### src/rtl/blur_scan_ctrl_if.sv
// Handshake and memory-address bundle between the blur scan sequencer and
// the filter / window-average side.
interface blur_scan_ctrl_if #(
  parameter int addr_w = 8
);
  logic              ST;
  logic              RD;
  logic              DONE;
  logic [addr_w-1:0] ADDR1;
  logic [addr_w-1:0] ADDR2;
  logic [addr_w-1:0] ADDR3;
  logic              Read;
  logic [addr_w-1:0] ADDRO;
  logic              WR;
  logic              HREQ;
  logic              HGNT;
  logic [15:0]       PIXCNT;

  // Handshakes: ST is a single-cycle request acknowledged only while RD is high;
  // HREQ is a level request held by the host until it has finished, and HGNT
  // stays high exactly for as long as the memories belong to the host.
  modport master (
    input  ST, HREQ,
    output RD, DONE, ADDR1, ADDR2, ADDR3, Read, ADDRO, WR, HGNT, PIXCNT
  );

  modport slave (
    output ST, HREQ,
    input  RD, DONE, ADDR1, ADDR2, ADDR3, Read, ADDRO, WR, HGNT, PIXCNT
  );
endinterface

### src/rtl/blur_scan_ctrl.sv
// Raster-scan sequencer for the 3x3 box blur: walks every interior pixel,
// issues the three row reads, waits out read latency, then strobes the write.
module blur_scan_ctrl #(
  parameter int imW    = 16,
  parameter int imH    = 16,
  parameter int addr_w = 8,
  parameter int RLAT   = 1
) (
  input  logic             CLK,
  input  logic             RST,
  blur_scan_ctrl_if.master bus,
  output logic [2:0]       dbg_state
);

  typedef enum logic [2:0] {
    S_IDLE  = 3'd0,
    S_HOST  = 3'd1,
    S_ISSUE = 3'd2,
    S_WAIT  = 3'd3,
    S_WRITE = 3'd4,
    S_FIN   = 3'd5
  } state_t;

  localparam logic [addr_w-1:0] W_A    = addr_w'(imW);
  localparam logic [addr_w-1:0] J_LAST = addr_w'(imW - 2);
  localparam logic [addr_w-1:0] I_LAST = addr_w'(imH - 2);
  localparam logic [addr_w-1:0] ONE_A  = addr_w'(1);
  localparam logic [15:0]       W_LAST = 16'(RLAT - 1);

  state_t            state_q, state_d;
  logic [addr_w-1:0] i_q, i_d, j_q, j_d;
  logic [15:0]       wcnt_q, wcnt_d;
  logic [15:0]       pix_q;
  logic [addr_w-1:0] a1_q, a2_q, a3_q, ao_q;
  logic [addr_w-1:0] row_d, a1_d, a2_d, a3_d, ao_d;

  always_comb begin
    state_d = state_q;
    i_d     = i_q;
    j_d     = j_q;
    wcnt_d  = wcnt_q;
    case (state_q)
      S_IDLE: begin
        if (bus.ST) begin
          state_d = S_ISSUE;
          i_d     = ONE_A;
          j_d     = ONE_A;
        end else if (bus.HREQ) begin
          state_d = S_HOST;
        end
      end
      S_HOST: begin
        if (!bus.HREQ) state_d = S_IDLE;
      end
      S_ISSUE: begin
        if (RLAT == 1) begin
          state_d = S_WRITE;
        end else begin
          state_d = S_WAIT;
          wcnt_d  = 16'd1;
        end
      end
      S_WAIT: begin
        if (wcnt_q >= W_LAST) state_d = S_WRITE;
        else                  wcnt_d  = wcnt_q + 16'd1;
      end
      S_WRITE: begin
        if (j_q < J_LAST) begin
          j_d     = j_q + ONE_A;
          state_d = S_ISSUE;
        end else if (i_q < I_LAST) begin
          j_d     = ONE_A;
          i_d     = i_q + ONE_A;
          state_d = S_ISSUE;
        end else begin
          state_d = S_FIN;
        end
      end
      S_FIN:   state_d = S_IDLE;
      default: state_d = S_IDLE;
    endcase
  end

  // Window addresses are formed from the next (i, j) so they are already
  // valid in the first ISSUE cycle and held through WAIT and WRITE.
  always_comb begin
    row_d = i_d * W_A;
    a2_d  = row_d + j_d - ONE_A;
    a1_d  = a2_d - W_A;
    a3_d  = a2_d + W_A;
    ao_d  = row_d + j_d;
  end

  always_ff @(posedge CLK or negedge RST) begin
    if (!RST) begin
      state_q <= S_IDLE;
      i_q     <= ONE_A;
      j_q     <= ONE_A;
      wcnt_q  <= 16'd0;
      pix_q   <= 16'd0;
      a1_q    <= '0;
      a2_q    <= '0;
      a3_q    <= '0;
      ao_q    <= '0;
    end else begin
      state_q <= state_d;
      i_q     <= i_d;
      j_q     <= j_d;
      wcnt_q  <= wcnt_d;
      if (state_q == S_IDLE && bus.ST) pix_q <= 16'd0;
      else if (state_q == S_WRITE)     pix_q <= pix_q + 16'd1;
      if (state_d == S_ISSUE) begin
        a1_q <= a1_d;
        a2_q <= a2_d;
        a3_q <= a3_d;
        ao_q <= ao_d;
      end
    end
  end

  always_comb begin
    bus.RD     = (state_q == S_IDLE);
    bus.HGNT   = (state_q == S_HOST);
    bus.Read   = (state_q == S_ISSUE) || (state_q == S_WAIT);
    bus.WR     = (state_q == S_WRITE);
    bus.DONE   = (state_q == S_FIN);
    bus.ADDR1  = a1_q;
    bus.ADDR2  = a2_q;
    bus.ADDR3  = a3_q;
    bus.ADDRO  = ao_q;
    bus.PIXCNT = pix_q;
    dbg_state  = state_q;
  end

endmodule
### src/flat_wrapper.sv
// flat-port wrapper written by rule: the top's interface ports become plain ports
module blur_scan_ctrl_flat 
#(
  parameter int imW    = 16,
  parameter int imH    = 16,
  parameter int addr_w = 8,
  parameter int RLAT   = 1
)
  (CLK, RST, dbg_state, bus_ST, bus_HREQ, bus_RD, bus_DONE, bus_ADDR1, bus_ADDR2, bus_ADDR3, bus_Read, bus_ADDRO, bus_WR, bus_HGNT, bus_PIXCNT);
  blur_scan_ctrl_if #(.addr_w(addr_w)) bus_i ();
  input  logic CLK;
  input  logic RST;
  output logic [2:0] dbg_state;
  input wire logic [$bits(bus_i.ST)-1:0] bus_ST;
  input wire logic [$bits(bus_i.HREQ)-1:0] bus_HREQ;
  output wire logic [$bits(bus_i.RD)-1:0] bus_RD;
  output wire logic [$bits(bus_i.DONE)-1:0] bus_DONE;
  output wire logic [$bits(bus_i.ADDR1)-1:0] bus_ADDR1;
  output wire logic [$bits(bus_i.ADDR2)-1:0] bus_ADDR2;
  output wire logic [$bits(bus_i.ADDR3)-1:0] bus_ADDR3;
  output wire logic [$bits(bus_i.Read)-1:0] bus_Read;
  output wire logic [$bits(bus_i.ADDRO)-1:0] bus_ADDRO;
  output wire logic [$bits(bus_i.WR)-1:0] bus_WR;
  output wire logic [$bits(bus_i.HGNT)-1:0] bus_HGNT;
  output wire logic [$bits(bus_i.PIXCNT)-1:0] bus_PIXCNT;
  assign bus_i.ST = bus_ST;
  assign bus_i.HREQ = bus_HREQ;
  assign bus_RD = bus_i.RD;
  assign bus_DONE = bus_i.DONE;
  assign bus_ADDR1 = bus_i.ADDR1;
  assign bus_ADDR2 = bus_i.ADDR2;
  assign bus_ADDR3 = bus_i.ADDR3;
  assign bus_Read = bus_i.Read;
  assign bus_ADDRO = bus_i.ADDRO;
  assign bus_WR = bus_i.WR;
  assign bus_HGNT = bus_i.HGNT;
  assign bus_PIXCNT = bus_i.PIXCNT;
  blur_scan_ctrl #(.imW(imW), .imH(imH), .addr_w(addr_w), .RLAT(RLAT)) u_core (.CLK(CLK), .RST(RST), .bus(bus_i), .dbg_state(dbg_state));
endmodule
### config.mk
export PLATFORM = sky130hd
export DESIGN_NAME = blur_scan_ctrl_flat
export DESIGN_NICKNAME = d
export VERILOG_FILES = /design/src/rtl/blur_scan_ctrl_if.sv /design/src/rtl/blur_scan_ctrl.sv /design/src/flat_wrapper.sv
export SDC_FILE = /design/constraint.sdc
export NUM_CORES = 1
export LEC_CHECK = 0
export ABC_AREA = 1
export ABC_CLOCK_PERIOD_IN_PS = 3700
export BUFFER_PORTS_ARGS = -buffer_cell sky130_fd_sc_hd__buf_2
export CAP_MARGIN = 20
export CORE_MARGIN = 2
export CORE_UTILIZATION = 50
export CTS_CLUSTER_DIAMETER = 150
export DETAILED_ROUTE_END_ITERATION = 12
export GPL_TIMING_DRIVEN = 0
export PLACE_DENSITY = 0.74
export SYNTH_ARGS = -nofsm -noshare
export SYNTH_HDL_FRONTEND = slang
export SYNTH_SLANG_ARGS = --single-unit
### constraint.sdc
create_clock -name CLK -period 3.7 [get_ports CLK]
set_input_delay 0.555 -clock CLK [delete_from_list [all_inputs] [get_ports CLK]]
set_output_delay 0.555 -clock CLK [all_outputs]
set_load 0.01 [all_outputs]
==> impl_metrics.env, run 1 <==
export IMPL_outcome="finished, final reports clean"
export IMPL_fmax_ghz=0.3013
export IMPL_startpoint_type="register"
export IMPL_arrival_ns=3.52
export IMPL_max_slew_margin_rel_pct=66.58
export IMPL_synth_warnings=0
export IMPL_cellLeakagePower_nw=1.953
export IMPL_ioPinCount=60
export IMPL_syn_avg_cell_area_um2=8.167
export IMPL_port_buffer_count=59
export IMPL_synth_distinct_cells=37
export IMPL_area_delta_synth_final_pct=21.52
export IMPL_final_max_slew_viol_count=0
export IMPL_crit_path_top_delay_cell="fa_1"
export IMPL_use_met3_pct=4.725
export IMPL_placed_cell_area_um2=3415
export IMPL_h_tree_depth=3
export IMPL_met1_usage_pct=28.64
export IMPL_clock_path_buffers=2
export IMPL_die_h_um=81.53
export IMPL_avgViaCountPerCell=4.948
export IMPL_n_antenna_cell=0
export IMPL_synthesis_nets=382
export IMPL_dp_cells=503
export IMPL_cts_hold_buf=0
export IMPL_rsz0062_at_grt="false"
export IMPL_hpwl_mm=4.845
export IMPL_critPathBufInv=5
export IMPL_num_nets_final=453
export IMPL_post_route_min_period_ns=3.319
export IMPL_finalHoldViolations=0
export IMPL_path_class="register to register"
export IMPL_ir_drop_mv=0.4436
export IMPL_crit_top_cell="inv_1"
export IMPL_drt_iter0_drc=126
export IMPL_fill_cells=511
export IMPL_cts_tree="done"
export IMPL_grt_overflow_total=0
export IMPL_grt_pass1_vias=2471
export IMPL_setup_worst_path_end_class="register"
export IMPL_drcViolationCount=0
export IMPL_synth_area_um2=3005
export IMPL_setup_viol=0
export IMPL_cts_buffers=9
export IMPL_max_cap_viol_count=0
export IMPL_coreArea_um2=5851
export IMPL_dieArea_um2=6647
export IMPL_wire_per_inst_um=12.42
export IMPL_worst_pin_slew_ns=0.4960
export IMPL_min_delay_path_class="input port to asynchronous set/reset pin"
export IMPL_totalWireLength_mm=6.448
export IMPL_drive_gt1_share_pct=25.23
export IMPL_post_cts_resized=0
export IMPL_min_period_over_period_pct=89.70
export IMPL_synth_edf_count=0
export IMPL_setup_tns_ns=0
export IMPL_drt_antenna_violating_nets=0
export IMPL_fin_cells=519
export IMPL_cts_sinks=58
export IMPL_fin_skew_ns=0.01477
export IMPL_yosysSeqAreaShare_pct=48.38
export IMPL_required_ns=3.90
export IMPL_cp_max_fo=6
export IMPL_cts_root_buf="clkbuf_8"
export IMPL_synth_main_ff_cell="dfrtp_1"
export IMPL_post_cts_setup_buffers=0
export IMPL_antenna_found_initial=0
export IMPL_grt_start_max_net_pins=39
export IMPL_initial_core_util_pct=51.37
export IMPL_drt_pass1_iterations=4
export IMPL_num_vias=2568
export IMPL_crit_path_cell_trace="nor2_1 -> nand3_1 -> nand3_4 -> inv_1 -> nor2_1 -> inv_1 -> o21ai_0 -> inv_1 -> ha_1 -> fa_1 -> inv_1 -> nand3_1 -> nand2_2 -> inv_1 -> ha_1 -> xnor2_1 -> o21ai_1"
export IMPL_gp_congestion=0.8021
export IMPL_power_w=0.002488
export IMPL_cellPowerDensity_nw_per_um2=681.3
export IMPL_synthCells=368
export IMPL_slowest_delay_ns=0.50
export IMPL_grt_pass1_wl_mm=11.11
export IMPL_insertion_delay_ns=0.33
export IMPL_async_reset_ff_share_pct=100.0
export IMPL_ys_ff_latch=58
export IMPL_clk_pin_slew_ns=0.07
export IMPL_fin_area_um2=3652
export IMPL_std_cell_rows=28
export IMPL_track_usage_pct=21.65
export IMPL_met2_usage_pct=34.67
export IMPL_path_delay_family="adder cells"
export IMPL_top_usage_layer="met2"
export IMPL_die_x_um=81.53
[state kept, by name, indices dropped and copies added, names as in the netlist]
register,count
u_core.bus.ADDRO,8
u_core.dbg_state,3
u_core.bus.ADDR3,8
u_core.bus.ADDR2,4
u_core.j_q,8
u_core.i_q,8
u_core.bus.ADDR1,3
u_core.bus.PIXCNT,16
[per-stage QoR]
stage / worst slack (ns) / hold slack (ns) / utilization [%]
after floorplan: 0.8281 / 0.2594 / -
after global placement: 0.5205 / 0.4499 / 58.02
after detailed placement: 0.4316 / 0.4548 / 58.36
after CTS: 0.4175 / 0.1897 / 62.43
after global routing: 0.1431 / 0.2147 / 62.43
final: 0.3813 / 0.1749 / 62.43
[Yosys cell counts, types with 5 or more instances]
| master | count | area [um^2] |
|---|---|---|
| nor3_1 | 6 | 30.03 |
| ha_1 | 9 | 112.6 |
| inv_2 | 7 | 26.28 |
| nand4_1 | 8 | 50.05 |
| nor2_1 | 40 | 150.1 |
| inv_1 | 41 | 153.9 |
| nand2_2 | 7 | 43.79 |
| nand3_1 | 30 | 150.1 |
| dfrtp_1 | 56 | 1401 |
| a21oi_1 | 5 | 25.02 |
| o21ai_0 | 23 | 115.1 |
| o21ai_1 | 5 | 25.02 |
| buf_4 | 9 | 67.56 |
| nand2_1 | 87 | 326.6 |
[cells by family (layout without fill, tap and decap cells)]
family	count (synthesis)	in the layout	synth area share, %
multiplexers	3	3	0.9992
AO/OA/AOI/OAI	43	43	7.910
buffers and inverters	64	140	9.200
flip-flops	58	58	48.38
AND/OR/NAND/NOR	186	186	27.93
adder cells (fa/ha/maj)	10	10	4.413
XOR/XNOR	4	4	1.166
[worst paths after layout]
| path | from | to | slack [ns] | cells after the start |
|---|---|---|---|---|
| worst max-delay path | u_core.j_q[7] | u_core.bus.ADDR1[6] | 0.38 | 17 |
| worst min-delay path | RST | u_core.bus.PIXCNT[5] | 0.17 | 1 |
| worst max register to register | u_core.j_q[7] | u_core.bus.ADDR1[6] | 0.38 | 17 |
| worst min register to register | u_core.i_q[7] | u_core.i_q[7] | 0.47 | 2 |
| max in group asynchronous | RST | u_core.j_q[0] | 2.88 | 2 |
| min in group CLK | bus_HREQ | u_core.dbg_state[0] | 0.46 | 3 |
[worst reg2reg max path, stage by stage, from the launching register on]
cell and delay (ns):
dfrtp_1 0.39, nor2_1 0.14, nand3_1 0.21, nand3_4 0.17
inv_1 0.09, nor2_1 0.15, inv_1 0.14, o21ai_0 0.17
inv_1 0.09, ha_1 0.24, fa_1 0.50, inv_1 0.14
nand3_1 0.10, nand2_2 0.15, inv_1 0.08, ha_1 0.19
xnor2_1 0.15, o21ai_1 0.09
[cell usage in the layout, fill, tap and decap left out, types with 3 or more instances in the layout]
cell type	count
nand2_1	87
mux2i_1	3
ha_1	9
nand4_1	8
xnor2_1	3
nor3_1	6
o21ai_1	5
inv_1	41
buf_2	60
clkbuf_8	12
nand2_2	7
clkbuf_1	4
nand3_1	30
a21oi_1	5
dfrtp_1	56
inv_2	7
nor2_2	3
buf_4	9
nor2_1	40
o21ai_0	23
[layout make-up]
| cell class | instances | area [um^2] | area share [%] |
|---|---|---|---|
| flip-flops and latches | 58 | 1454 | 39.81 |
| multi-input cells | 246 | 1275 | 34.91 |
| repair buffers | 60 | 315.3 | 8.633 |
| inverters | 49 | 185.2 | 5.070 |
| clock buffers | 12 | 165.2 | 4.522 |
| well taps | 75 | 93.84 | 2.569 |
| plain buffers | 15 | 91.34 | 2.501 |
| clock inverters | 4 | 72.57 | 1.987 |
[power by group]
part	switching, W	internal [W]
sequential	0.0000886	0.000746
combinational	0.000624	0.000345
clock	0.000251	0.000433
total	0.000964	0.00152
[routing by layer]
| layer | up-vias | wire length (um) |
|---|---|---|
| met4 | 0 | 87 |
| met3 | 8 | 338 |
| met2 | 61 | 3022 |
| met1 | 1178 | 3001 |
| li1 | 1321 | - |
| met5 | - | 0 |
(Power assumes the default switching activity.)
==> inputs of run 2 (changes only) <==
CORE_UTILIZATION = 45   (was 50)
PLACE_DENSITY = 0.67   (was 0.74)
==> run 2 against run 1 <==
The flow now finishes with violations (design-rule violations). Sequential share of layout area grew 0.19 points. Fmax grew 2.8%. Via count shrank 1.1%. Setup slack gained 0.091 ns. Largest power group unchanged. Critical endpoint is now u_core.bus.ADDR1[5]. Clock power shrank 6.1%. Global-route usage shrank 1.7 points. Core utilization shrank 5.8 points. Flip-flop and latch count is the same. Cell count grew 0.39%. Combinational power grew 0.9%.
==> impl_metrics.env, run 2 (synthesized netlist as in run 1, its figures left out) <==
export IMPL_clk_pin_slew_ns=0.07
export IMPL_setup_worst_path_end_class="register"
export IMPL_wire_per_inst_um=12.22
export IMPL_setup_viol=0
export IMPL_required_ns=3.95
export IMPL_n_antenna_cell=0
export IMPL_antenna_found_initial=0
export IMPL_cts_sinks=58
export IMPL_drt_pass1_iterations=11
export IMPL_coreArea_um2=6422
export IMPL_arrival_ns=3.48
export IMPL_min_period_over_period_pct=87.24
export IMPL_final_setup_worst_slack_ns=0.4722
export IMPL_final_util_pct=56.59
export IMPL_startpoint_type="register"
export IMPL_drive_gt1_share_pct=25.23
export IMPL_drt_antenna_violating_nets=0
export IMPL_cellPowerDensity_nw_per_um2=675.3
export IMPL_track_usage_pct=19.93
export IMPL_largest_reg_flops=16
export IMPL_met1_usage_pct=27.77
export IMPL_drt_iter0_drc=188
export IMPL_outcome="finished with violations"
export IMPL_rsz0062_at_grt="false"
export IMPL_worst_pin_slew_ns=0.5650
export IMPL_rr_worst_depth=16
export IMPL_port_buffer_count=59
export IMPL_setup_tns_ns=0
export IMPL_initial_core_util_pct=46.80
export IMPL_fmax_ghz=0.3098
export IMPL_cts_hold_buf=0
export IMPL_grt_pass1_vias=2511
export IMPL_most_common_layout_cells="nand2_1, buf_2, dfrtp_1, inv_1, nor2_1"
export IMPL_grt_overflow_total=0
export IMPL_grt_start_max_net_pins=37
export IMPL_max_cap_viol_count=0
export IMPL_dieArea_um2=7348
export IMPL_cp_max_fo=6
export IMPL_die_h_um=85.72
export IMPL_drcViolationCount=5
export IMPL_failed_checks="design-rule violations"
export IMPL_h_tree_depth=3
export IMPL_grt_pass1_wl_mm=11.58
export IMPL_clock_path_buffers=2
export IMPL_num_nets_final=453
export IMPL_die_x_um=85.72
export IMPL_cellLeakagePower_nw=1.950
export IMPL_hpwl_mm=4.713
export IMPL_cts_root_buf="clkbuf_8"
export IMPL_top_usage_layer="met2"
export IMPL_num_vias=2539
export IMPL_finalHoldViolations=0
export IMPL_use_met3_pct=3.561
export IMPL_cts_tree="done"
export IMPL_layout_commonest_cell="nand2_1"
export IMPL_met2_usage_pct=30.68
export IMPL_std_cell_rows=29
export IMPL_insertion_delay_ns=0.33
export IMPL_gp_congestion=0.7987
export IMPL_path_class="register to register"
export IMPL_place_ws_ns=0.5162
export IMPL_post_cts_setup_buffers=0
export IMPL_ir_drop_mv=0.4659
export IMPL_totalWireLength_mm=6.365
export IMPL_ioPinCount=60
export IMPL_fin_skew_ns=0.008253
export IMPL_final_max_slew_viol_count=0
export IMPL_post_cts_resized=0
export IMPL_avgViaCountPerCell=4.873
export IMPL_cts_buffers=9
export IMPL_area_delta_synth_final_pct=20.94
export IMPL_min_delay_path_class="input port to asynchronous set/reset pin"
export IMPL_max_slew_margin_rel_pct=62.33
export IMPL_post_route_min_period_ns=3.228
run 2: worst paths after layout:
check	from	endpoint	slack, ns
hold / removal	RST	u_core.bus.PIXCNT[2]	0.21
max in group asynchronous	RST	u_core.j_q[0]	2.83
hold reg to reg	u_core.i_q[7]	u_core.i_q[7]	0.47
setup / recovery	u_core.j_q[7]	u_core.bus.ADDR1[5]	0.47
setup reg to reg	u_core.j_q[7]	u_core.bus.ADDR1[5]	0.47
min in group CLK	bus_HREQ	u_core.dbg_state[0]	0.45
run 2: power breakdown:
group | total, W | leakage, nW | switching [W] | internal [W]
Clock | 0.000642 | 0.116 | 0.000249 | 0.000393
Sequential | 0.000835 | 0.775 | 0.0000880 | 0.000747
Combinational | 0.000978 | 1.06 | 0.000633 | 0.000345
Total | 0.00245 | 1.95 | 0.000970 | 0.00148
run 2: per-layer routing:
| metal | up-vias | part of all wire, % |
|---|---|---|
| met4 | 0 | 1.3 |
| met5 | - | 0 |
| met1 | 1175 | 49 |
| met2 | 45 | 46 |
| met3 | 8 | 3.6 |
| li1 | 1311 | - |
run 2: critical path, stage by stage, from the launching register on:
cell and delay [ns]:
dfrtp_1 0.39, nor2_1 0.14, nand3_1 0.21, nand3_4 0.17, inv_1 0.10, nor2_1 0.13
inv_1 0.13, o21ai_0 0.17, inv_1 0.08, ha_1 0.22, fa_1 0.50, inv_1 0.14
nand3_1 0.10, nand2_2 0.14, inv_1 0.07, ha_1 0.28, o21ai_0 0.17
run 2: area by class of cell:
cell class	instances	area, um^2
Timing Repair Buffer	60	315.3
Clock buffer	10	137.6
Buffer	15	91.34
Multi-Input combinational cell	246	1275
Inverter	49	185.2
Sequential cell	58	1454
Clock inverter	6	80.08
Fill cell	590	2788
Tap cell	77	96.34
run 2: per-stage QoR:
step / total power (W) / hold WS [ns] / area [um^2] / std cells
2_1_floorplan: 0.001495 / 0.2594 / 3005 / 368
3_3_place_gp: 0.001812 / 0.4498 / 3397 / 504
3_5_place_dp: 0.001832 / 0.4525 / 3417 / 505
4_1_cts: 0.002485 / 0.2118 / 3635 / 521
5_1_grt: 0.002650 / 0.2457 / 3635 / 521
6_report: 0.002455 / 0.2124 / 3635 / 521
==> inputs of run 3 (changes only) <==
==> constraint.sdc (replaced) <==
create_clock -name CLK -period 3.7 [get_ports CLK]
set_input_delay 0.185 -clock CLK [delete_from_list [all_inputs] [get_ports CLK]]
set_output_delay 0.185 -clock CLK [all_outputs]
set_load 0.01 [all_outputs]
==> run 3 against run 2 <==
The run still ends with design-rule violations left. Largest cell class unchanged. Sequential power barely moved. Cell count rose by 0.19%. Critical path depth did not move. Die area did not move. First-iteration DRC count rose by 1.6%. Clock power barely moved. Global-route usage barely moved.
==> impl_metrics.env, run 3 (synthesized netlist as in run 1, its figures left out) <==
export IMPL_placed_cell_area_um2=3417
export IMPL_grt_pass1_vias=2516
export IMPL_h_tree_depth=3
export IMPL_rr_worst_depth=16
export IMPL_avgViaCountPerCell=4.868
export IMPL_min_to="u_core.dbg_state[0]"
export IMPL_ioPinCount=60
export IMPL_grt_pass1_wl_mm=11.61
export IMPL_cts_sinks=58
export IMPL_std_cell_rows=29
export IMPL_largest_reg_flops=16
export IMPL_initial_core_util_pct=46.80
export IMPL_finalHoldViolations=0
export IMPL_coreArea_um2=6422
export IMPL_r2r_end="u_core.bus.ADDR1[5]"
export IMPL_die_h_um=85.72
export IMPL_path_class="register to register"
export IMPL_drt_pass1_iterations=11
export IMPL_clk_pin_slew_ns=0.07
export IMPL_arrival_ns=3.48
export IMPL_fin_area_um2=3645
export IMPL_setup_tns_ns=0
export IMPL_min_from="bus_HREQ"
export IMPL_final_setup_worst_slack_ns=0.4722
export IMPL_drive_gt1_share_pct=25.17
export IMPL_cts_buffers=9
export IMPL_max_slew_margin_rel_pct=62.26
export IMPL_final_util_pct=56.75
export IMPL_area_delta_synth_final_pct=21.27
export IMPL_die_x_um=85.72
export IMPL_dieArea_um2=7348
export IMPL_rsz0062_at_grt="false"
export IMPL_fmax_ghz=0.3098
export IMPL_grt_start_max_net_pins=37
export IMPL_startpoint_type="register"
export IMPL_min_delay_path_class="input port to register"
export IMPL_fill_cells=589
export IMPL_outcome="finished with violations"
export IMPL_cellLeakagePower_nw=1.954
export IMPL_wire_per_inst_um=12.26
export IMPL_hold_depth=3
export IMPL_insertion_delay_ns=0.33
export IMPL_num_vias=2541
export IMPL_track_usage_pct=19.97
export IMPL_most_common_layout_cells="nand2_1, buf_2, dfrtp_1, inv_1, nor2_1"
export IMPL_min_period_over_period_pct=87.24
export IMPL_failed_checks="design-rule violations"
export IMPL_grt_overflow_total=0
export IMPL_fin_skew_ns=0.008253
export IMPL_reg2reg_slack_ns=0.47
export IMPL_worst_pin_slew_ns=0.5660
export IMPL_num_nets_final=454
export IMPL_final_max_slew_viol_count=0
export IMPL_cellPowerDensity_nw_per_um2=673.8
export IMPL_setup_worst_path_end_class="register"
export IMPL_antenna_found_initial=0
export IMPL_clock_path_buffers=2
export IMPL_post_route_min_period_ns=3.228
export IMPL_port_buffer_count=59
export IMPL_max_cap_viol_count=0
export IMPL_place_ws_ns=0.5162
export IMPL_cp_max_fo=6
export IMPL_totalWireLength_mm=6.398
export IMPL_required_ns=3.95
export IMPL_layout_commonest_cell="nand2_1"
export IMPL_gp_congestion=0.7987
export IMPL_rr_startpoint="u_core.j_q[7]"
export IMPL_setup_viol=0
export IMPL_drcViolationCount=5
export IMPL_n_antenna_cell=0
export IMPL_drt_iter0_drc=191
export IMPL_cts_root_buf="clkbuf_8"
export IMPL_ir_drop_mv=0.4659
export IMPL_drt_antenna_violating_nets=0
export IMPL_hpwl_mm=4.713
export IMPL_cts_tree="done"
run 3: changes by cell type in the layout (fill, tap and decap cells not counted), sizes merged:
cell	previous run	this run
dlygate4sd3	0	1
run 3: where the power goes:
| group | leakage, nW | switching [W] | internal, W |
|---|---|---|---|
| clock network | 0.116 | 0.000249 | 0.000393 |
| registers | 0.775 | 0.0000881 | 0.000747 |
| logic | 1.06 | 0.000633 | 0.000346 |
| total | 1.95 | 0.000971 | 0.00148 |
run 3: cell type report:
class / count / area [um^2] / area share (%)
Sequential cell: 58 / 1454 / 39.89
Multi-Input combinational cell: 246 / 1275 / 34.98
Timing Repair Buffer: 61 / 325.3 / 8.925
Inverter: 49 / 185.2 / 5.081
Clock buffer: 10 / 137.6 / 3.776
Tap cell: 77 / 96.34 / 2.643
Buffer: 15 / 91.34 / 2.506
Clock inverter: 6 / 80.08 / 2.197
run 3: worst max-delay path, cell delays in order (launching register included):
cell     delay, ns
dfrtp_1       0.39
nor2_1        0.14
nand3_1       0.21
nand3_4       0.17
inv_1         0.10
nor2_1        0.13
inv_1         0.13
o21ai_0       0.17
inv_1         0.08
ha_1          0.22
fa_1          0.50
inv_1         0.14
nand3_1       0.10
nand2_2       0.14
inv_1         0.07
ha_1          0.28
o21ai_0       0.17
run 3: how the worst max path moves through the flow:
| stage | startpoint | to | slack, ns |
|---|---|---|---|
| global route | u_core.j_q[5] | u_core.bus.ADDR1[5] | 0.05 |
| floorplan | u_core.dbg_state[1] | u_core.bus.ADDR1[6] | 0.83 |
| finish | u_core.j_q[7] | u_core.bus.ADDR1[5] | 0.47 |
| global placement | u_core.j_q[6] | u_core.bus.ADDR1[5] | 0.50 |
| CTS | u_core.j_q[7] | u_core.bus.ADDR1[6] | 0.49 |
| detailed placement | u_core.j_q[6] | u_core.bus.ADDR1[6] | 0.52 |
run 3: timing repair:
item / 4_1_cts / 5_1_grt
hold buffers: 1 / 0
hold endpoints to repair: 21 / 0
buffers inserted: 0 / 0
resized for setup: 0 / 0
run 3: per-stage QoR:
step / hold WS (ns) / total power [W] / cells
2_1_floorplan: -0.1106 / 0.001495 / 368
3_3_place_gp: 0.4261 / 0.001812 / 504
3_5_place_dp: 0.2099 / 0.001832 / 505
4_1_cts: 0.07007 / 0.002485 / 522
5_1_grt: 0.1345 / 0.002651 / 522
6_report: 0.08226 / 0.002456 / 522
run 3: metal layers:
layer	part of all wire, %	GRT usage (%)	vias to the layer above	wire, um
met5	0	0	-	0
met4	1.4	8.658	0	91
met1	49	27.77	1176	3149
met2	46	30.82	45	2927
li1	-	-	1312	-
met3	3.6	3.561	8	230
